**src/rtl/simd_result_writer_if.sv**
```systemverilog
// Result-memory write port: valid/ready, one lane per handshake.
// Master issues writes, slave (memory) accepts with mem_ready.
interface simd_result_writer_if #(
  parameter int DATA_W = 8,
  parameter int ADDR_W = 16
);
  logic              mem_we;
  logic [ADDR_W-1:0] mem_addr;
  logic [DATA_W-1:0] mem_wdata;
  logic              mem_ready;

  modport master (
    output mem_we,
    output mem_addr,
    output mem_wdata,
    input  mem_ready
  );

  modport slave (
    input  mem_we,
    input  mem_addr,
    input  mem_wdata,
    output mem_ready
  );
endinterface

```
**src/rtl/simd_result_writer.sv**
```systemverilog
// Captures a SIMD result vector on write_back and streams it lane by lane
// into result memory, tracking a running write pointer across batches.
module simd_result_writer #(
  parameter int LANES  = 4,
  parameter int DATA_W = 8,
  parameter int ADDR_W = 16
) (
  input  logic                    clk,
  input  logic                    rst,
  input  logic                    wb_start,
  input  logic [LANES*DATA_W-1:0] lanes_in,
  input  logic                    ptr_load,
  input  logic [ADDR_W-1:0]       base_addr,
  simd_result_writer_if.master    wr,
  output logic                    busy,
  output logic                    wb_done,
  output logic [15:0]             batch_cnt,
  output logic                    err_overrun,
  output logic                    wrapped
);

  localparam int IDX_W = (LANES > 1) ? $clog2(LANES) : 1;

  localparam logic [1:0] IDLE  = 2'd0;
  localparam logic [1:0] WRITE = 2'd1;
  localparam logic [1:0] DONE  = 2'd2;

  localparam logic [IDX_W-1:0] LAST = IDX_W'(LANES - 1);

  logic [1:0]              state;
  logic [ADDR_W-1:0]       ptr;
  logic [IDX_W-1:0]        lane_idx;
  logic [LANES*DATA_W-1:0] lane_buf;

  logic in_idle;
  logic in_write;
  logic in_done;

  assign in_idle  = (state == IDLE);
  assign in_write = (state == WRITE);
  assign in_done  = (state == DONE);

  // All port outputs derive from registers only; mem_ready never
  // reaches them combinationally.
  assign wr.mem_we    = in_write;
  assign wr.mem_addr  = ptr;
  assign wr.mem_wdata = lane_buf[lane_idx*DATA_W +: DATA_W];

  assign busy    = !in_idle;
  assign wb_done = in_done;

  always_ff @(posedge clk or posedge rst) begin
    if (rst) begin
      state       <= IDLE;
      ptr         <= '0;
      lane_idx    <= '0;
      lane_buf    <= '0;
      batch_cnt   <= '0;
      err_overrun <= 1'b0;
      wrapped     <= 1'b0;
    end else begin
      if (wb_start && !in_idle)
        err_overrun <= 1'b1;

      unique case (1'b1)
        in_idle: begin
          if (ptr_load)
            ptr <= base_addr;
          if (wb_start) begin
            lane_buf <= lanes_in;
            lane_idx <= '0;
            state    <= WRITE;
          end
        end
        in_write: begin
          if (wr.mem_ready) begin
            ptr <= ptr + 1'b1;
            if (&ptr)
              wrapped <= 1'b1;
            if (lane_idx == LAST) begin
              lane_idx <= '0;
              state    <= DONE;
            end else begin
              lane_idx <= lane_idx + 1'b1;
            end
          end
        end
        in_done: begin
          if (batch_cnt != 16'hFFFF)
            batch_cnt <= batch_cnt + 16'd1;
          state <= IDLE;
        end
        default: state <= IDLE;
      endcase
    end
  end

endmodule

```
**src/flat_wrapper.sv**
```systemverilog
// flat-port wrapper written by rule: the top's interface ports become plain ports
module simd_result_writer_flat 
#(
  parameter int LANES  = 4,
  parameter int DATA_W = 8,
  parameter int ADDR_W = 16
)
  (clk, rst, wb_start, lanes_in, ptr_load, base_addr, busy, wb_done, batch_cnt, err_overrun, wrapped, wr_mem_we, wr_mem_addr, wr_mem_wdata, wr_mem_ready);
  simd_result_writer_if #(.DATA_W(DATA_W), .ADDR_W(ADDR_W)) wr_i ();
  input  logic clk;
  input  logic rst;
  input  logic wb_start;
  input  logic [LANES*DATA_W-1:0] lanes_in;
  input  logic ptr_load;
  input  logic [ADDR_W-1:0] base_addr;
  output logic busy;
  output logic wb_done;
  output logic [15:0] batch_cnt;
  output logic err_overrun;
  output logic wrapped;
  output wire logic [$bits(wr_i.mem_we)-1:0] wr_mem_we;
  output wire logic [$bits(wr_i.mem_addr)-1:0] wr_mem_addr;
  output wire logic [$bits(wr_i.mem_wdata)-1:0] wr_mem_wdata;
  input wire logic [$bits(wr_i.mem_ready)-1:0] wr_mem_ready;
  assign wr_mem_we = wr_i.mem_we;
  assign wr_mem_addr = wr_i.mem_addr;
  assign wr_mem_wdata = wr_i.mem_wdata;
  assign wr_i.mem_ready = wr_mem_ready;
  simd_result_writer #(.LANES(LANES), .DATA_W(DATA_W), .ADDR_W(ADDR_W)) u_core (.clk(clk), .rst(rst), .wb_start(wb_start), .lanes_in(lanes_in), .ptr_load(ptr_load), .base_addr(base_addr), .wr(wr_i), .busy(busy), .wb_done(wb_done), .batch_cnt(batch_cnt), .err_overrun(err_overrun), .wrapped(wrapped));
endmodule
```
**config.mk**
```make
export PLATFORM = sky130hd
export DESIGN_NAME = simd_result_writer_flat
export DESIGN_NICKNAME = d
export VERILOG_FILES = /design/src/rtl/simd_result_writer_if.sv /design/src/rtl/simd_result_writer.sv /design/src/flat_wrapper.sv
export SDC_FILE = /design/constraint.sdc
export NUM_CORES = 1
export LEC_CHECK = 0
export ABC_AREA = 1
export CAP_MARGIN = 25
export CORE_ASPECT_RATIO = 1.2
export CORE_UTILIZATION = 49
export CTS_CLUSTER_SIZE = 24
export DETAILED_ROUTE_END_ITERATION = 10
export PLACE_DENSITY = 0.83
export SLEW_MARGIN = 20
export SYNTH_ARGS = -nofsm -noshare
export SYNTH_HDL_FRONTEND = slang
export SYNTH_SLANG_ARGS = --single-unit
```
**constraint.sdc**
```tcl
create_clock -name clk -period 2.4 [get_ports clk]
set_input_delay 0.48 -clock clk [delete_from_list [all_inputs] [get_ports clk]]
set_output_delay 0.48 -clock clk [all_outputs]
set_load 0.01 [all_outputs]
```
; ---- Word level (Yosys, flattened, before mapping)
; Cells that the tools add are included.
[totals]
register_bits = 70
input_bits = 53
output_inout_bits = 45
elab_cells = 40
[op_classes]
addsub = 3
n_eq_ne = 8
shifts = 1
mux = 11
reduce_logical = 10
[ops]
columns = cell, count
row1 = "adder 16 x 1 -> 16 bit, second input constant", 2
row2 = 2-to-1 mux 16 bit, 2
row3 = case mux 16 bit (2 select lines), 1
row4 = indexed part select 32 x 6 -> 8 bit, 1
row5 = AND reduction 18 bit, 1
row6 = "inequality test 16 bit, second input constant", 1
row7 = 2-to-1 mux 2 bit, 6
row8 = AND reduction 3 bit, 3
row9 = case mux 2 bit (2 select lines), 2
row10 = "equality test 2 bit, second input constant", 2
row11 = "inequality test 2 x 1 -> 1 bit, second input constant", 2
row12 = "inequality test 2 bit, second input constant", 2
row13 = AND reduction 2 bit, 2
row14 = "adder 2 x 1 -> 2 bit, second input constant", 1
row15 = "equality test 2 x 1 -> 1 bit, second input constant", 1
row16 = zero test 2 bit, 1
row17 = nonzero test 2 bit, 1
row18 = logical AND 1 bit, 1
row19 = zero test 1 bit, 1

; ---- Logic depth before layout (Yosys ltp)
[depth]
ltp_word = 4
ltp_mapped = 9
depth_no_buf = 9

; ---- Worst setup path after synthesis
; No wires, ideal clock.
[synth_timing]
path_kind = reg-to-output
from = register u_core.lane_idx[0]
to = output wr_mem_wdata[3]
arrival_ns = 1.236
slack_ns = 0.684
path_stages_with_launch = 6
path_buffers = 2
cell_sequence = dfrtp_1 > clkbuf_1 > inv_1 > clkbuf_1 > o21ai_0 > o22ai_1
[synth_via]
elab_chain_len = 1
[synth_lines]
columns = element, line_no
row1 = "start, declared", simd_result_writer.sv:32  ; logic [IDX_W-1:0] lane_idx;
row2 = "start signal, assigned", simd_result_writer.sv:84  ; lane_idx <= lane_idx + 1'b1;
row3 = indexed part select 32 x 6 -> 8 bit, simd_result_writer.sv:47  ; assign wr.mem_wdata = lane_buf[lane_idx*DATA_W +: DATA_W];
row4 = "end, declared", flat_wrapper.sv:23  ; output wire logic [$bits(wr_i.mem_wdata)-1:0] wr_mem_wdata;
; No other way between the ends.

; ---- Final worst setup path
[layout_timing]
from = register u_core.lane_idx[0]
to = output wr_mem_wdata[4]
; Same word-level chain as after synthesis.

==> reports/metrics.yaml <==
status:
  status: "finished clean"
min_path:
  holdCritPathClass: "in2async"
logic_synthesis:
  yosys-top-cells-count: "nand2_1, dfrtp_1, nor2_1"
  netlist_area_um2: 3764
  yosys.area.top_type_share: 0.4654
  synthCells: 459
  ys_ff_latch: 70
  synth_area_leaders: "dfrtp_1, nand2_1, mux2_2"
  yosys.area.top_type: "dfrtp_1"
  synth_edf_count: 0
  yosysSeqAreaShare: 0.4654
  avgSynthCellArea_um2: 8.200
  synth.distinct_cells: 29
  async_reset_ff_frac: 1.000
  ys.warnings.count: 0
  synth_ff_type: "dfrtp_1"
  synth_fp_nets: 515
  synth_most_common_cell: "nand2_1"
setup_path:
  reg2reg_to: "u_core.batch_cnt[0]"
  critPathMaxFanout: 18
  r2r_cells: 7
  critPathArrivalTime_ps: 1840
  start_kind: "flip-flop"
  reg2reg_from: "u_core.batch_cnt[0]"
  crit_type: "reg2out"
  rrSetupSlack_ps: 680
  end_kind: "output port"
  crit_required_ps: 1920
floorplanning:
  core_area_um2: 7360
  io_pins: 98
  die_x_um: 82.01
  dieArea_um2: 8037
  start_util: 0.5114
  fp-row-count: 34
  die_y_um: 98.01
drt:
  post-route-drc-count: 0
  vias: 3470
  dr.first_iter.drc_count: 173
  drt_wl_total_mm: 9.274
  ant_nets: 0
  viasPerCell: 5.274
  wl_per_cell_um: 14.09
  drt_pass1_iterations: 5
global_route:
  grt_use_total: 0.2484
  overflow: 0
  antenna_found_initial: 0
  grt_max_degree: 35
  grt_first_pass_wirelength_mm: 15.35
  grt_pass1_vias: 3336
final_layout:
  areaGrowthSynthToFinish_pct: 34.44
  diodes: 0
  fin_cells: 658
  layout-drive-gt1-share: 0.1320
  fin_nets: 619
  postLayoutCellArea_um2: 5060
clock_tree:
  cts_hold_buf: 0
  cts_setup_buffers: 0
  clock_latency_ps: 350
  cts_made_buffers: 9
  cts_tree: "built"
  cts.clk_slew.worst_paths_ps: 80
  cts_max_level: 3
  clockBufferDepth: 2
  cts_root_buf: "clkbuf_8"
  clock_sinks: 70
sta:
  fin_crit_ps: 2321
  slew_headroom: 0.7192
  min_period_over_period: 0.9671
  worstMarginPinSlew_ps: 420.6
  rsz0062_at_grt: "false"
  final-setup-viol-count: 0
  tns_ps: 0
  hold_viol_final: 0
  slew_viol_final: 0
  max_freq_ghz: 0.4308
  skew_ps: 13.40
power_and_ir_drop:
  p_leak_nw: 2.272
  totalPowerFinal_mw: 5.427
  powerDensity_nw_per_um2: 1073
  ir_worst_vdd_mv: 0.7710
flow_run:
  cap_viol_max_count: 0
placement:
  dp_hpwl_mm: 6.777
  gp_congestion: 0.8586
  portBuffers: 97
  dp.cells: 641
  post_dp_cell_area_um2: 4862
==> per-layer routing <==
| metal | vias up | GRT usage | wire length, µm |
|---|---|---|---|
| li1 | 1697 | - | - |
| met1 | 1633 | 0.3171 | 3918 |
| met4 | 0 | 0.1201 | 243 |
| met3 | 23 | 0.03645 | 509 |
| met5 | - | 0 | 0 |
| met2 | 117 | 0.4050 | 4602 |
==> flip-flops by register name (all words and copies together), names as in the netlist <==
name	cells
u_core.lane_idx	2
u_core.err_overrun	1
u_core.batch_cnt	16
u_core.wrapped	1
u_core.lane_buf	32
u_core.state	2
u_core.wr.mem_addr	16
==> stage by stage <==
stage,utilization,setup WS [ps],hold WS [ps]
after floorplan,-,151.8,474.0
after global placement,0.6607,393.8,443.5
after detailed placement,0.6607,354.4,451.7
after CTS,0.6857,54.74,461.8
after global routing,0.6875,8.684,472.3
final,0.6875,78.88,446.5
==> power by group <==
part	switching (mW)	internal [mW]	total [mW]
Combinational	1.24	1.28	2.52
Sequential	0.401	1.64	2.04
Clock	0.486	0.385	0.871
==> worst max path at each step <==
stage | start | end | depth (start not counted)
2_1_floorplan | rst | u_core.batch_cnt[0] | 1
3_3_place_gp | u_core.lane_idx[1] | wr_mem_wdata[6] | 4
3_5_place_dp | u_core.lane_idx[1] | wr_mem_wdata[6] | 4
4_1_cts | u_core.lane_idx[1] | wr_mem_wdata[6] | 4
5_1_grt | u_core.lane_idx[0] | wr_mem_wdata[4] | 4
6_report | u_core.lane_idx[0] | wr_mem_wdata[4] | 4
==> final cells by class <==
type | instances | area [µm²]
sequential | 70 | 1754
timing repair inverter | 1 | 7.507
clock buffer | 9 | 123.9
inverter | 46 | 178.9
fill | 635 | 2300
clock inverter | 7 | 56.30
tap | 90 | 112.6
multi-input combinational | 329 | 1759
timing repair buffer | 106 | 1067
==> worst max-delay path: stages (launching register included) <==
cell and delay [ps]:
dfrtp_2 440, buf_6 190, o21ai_0 100, o22ai_1 190, clkdlybuf4s50_1 570
==> what timing repair did <==
action                                  4_1_cts  5_1_grt
resized for setup                             2        4
endpoints found under the setup margin        7        6
hold endpoints to repair                      0        0
cloned                                        0        1
==> layout by cell type, fill, tap and decap left out, types with 4 or more instances in the layout <==
master / instances
o21ai_0: 45
inv_1: 40
buf_4: 6
xnor2_1: 7
clkbuf_8: 9
xor2_1: 5
a21oi_1: 4
nor2_1: 56
clkdlybuf4s50_1: 97
o22ai_1: 13
mux2_2: 32
nand2_1: 123
dfrtp_1: 68
nand3_1: 24
clkinvlp_4: 6
==> logic make-up (layout without fill, tap and decap cells) <==
family,count (synthesis),in the layout,synth area share
AOI/OAI and AO/OA,68,68,0.1011
buffers and inverters,60,169,0.06715
adders and majority gates,3,3,0.009974
DFF,70,70,0.4654
muxes,32,32,0.09575
xor gates and xnor gates,12,12,0.02793
and+or+nand+nor,214,214,0.2327
Power figures use the tool's default switching activity.
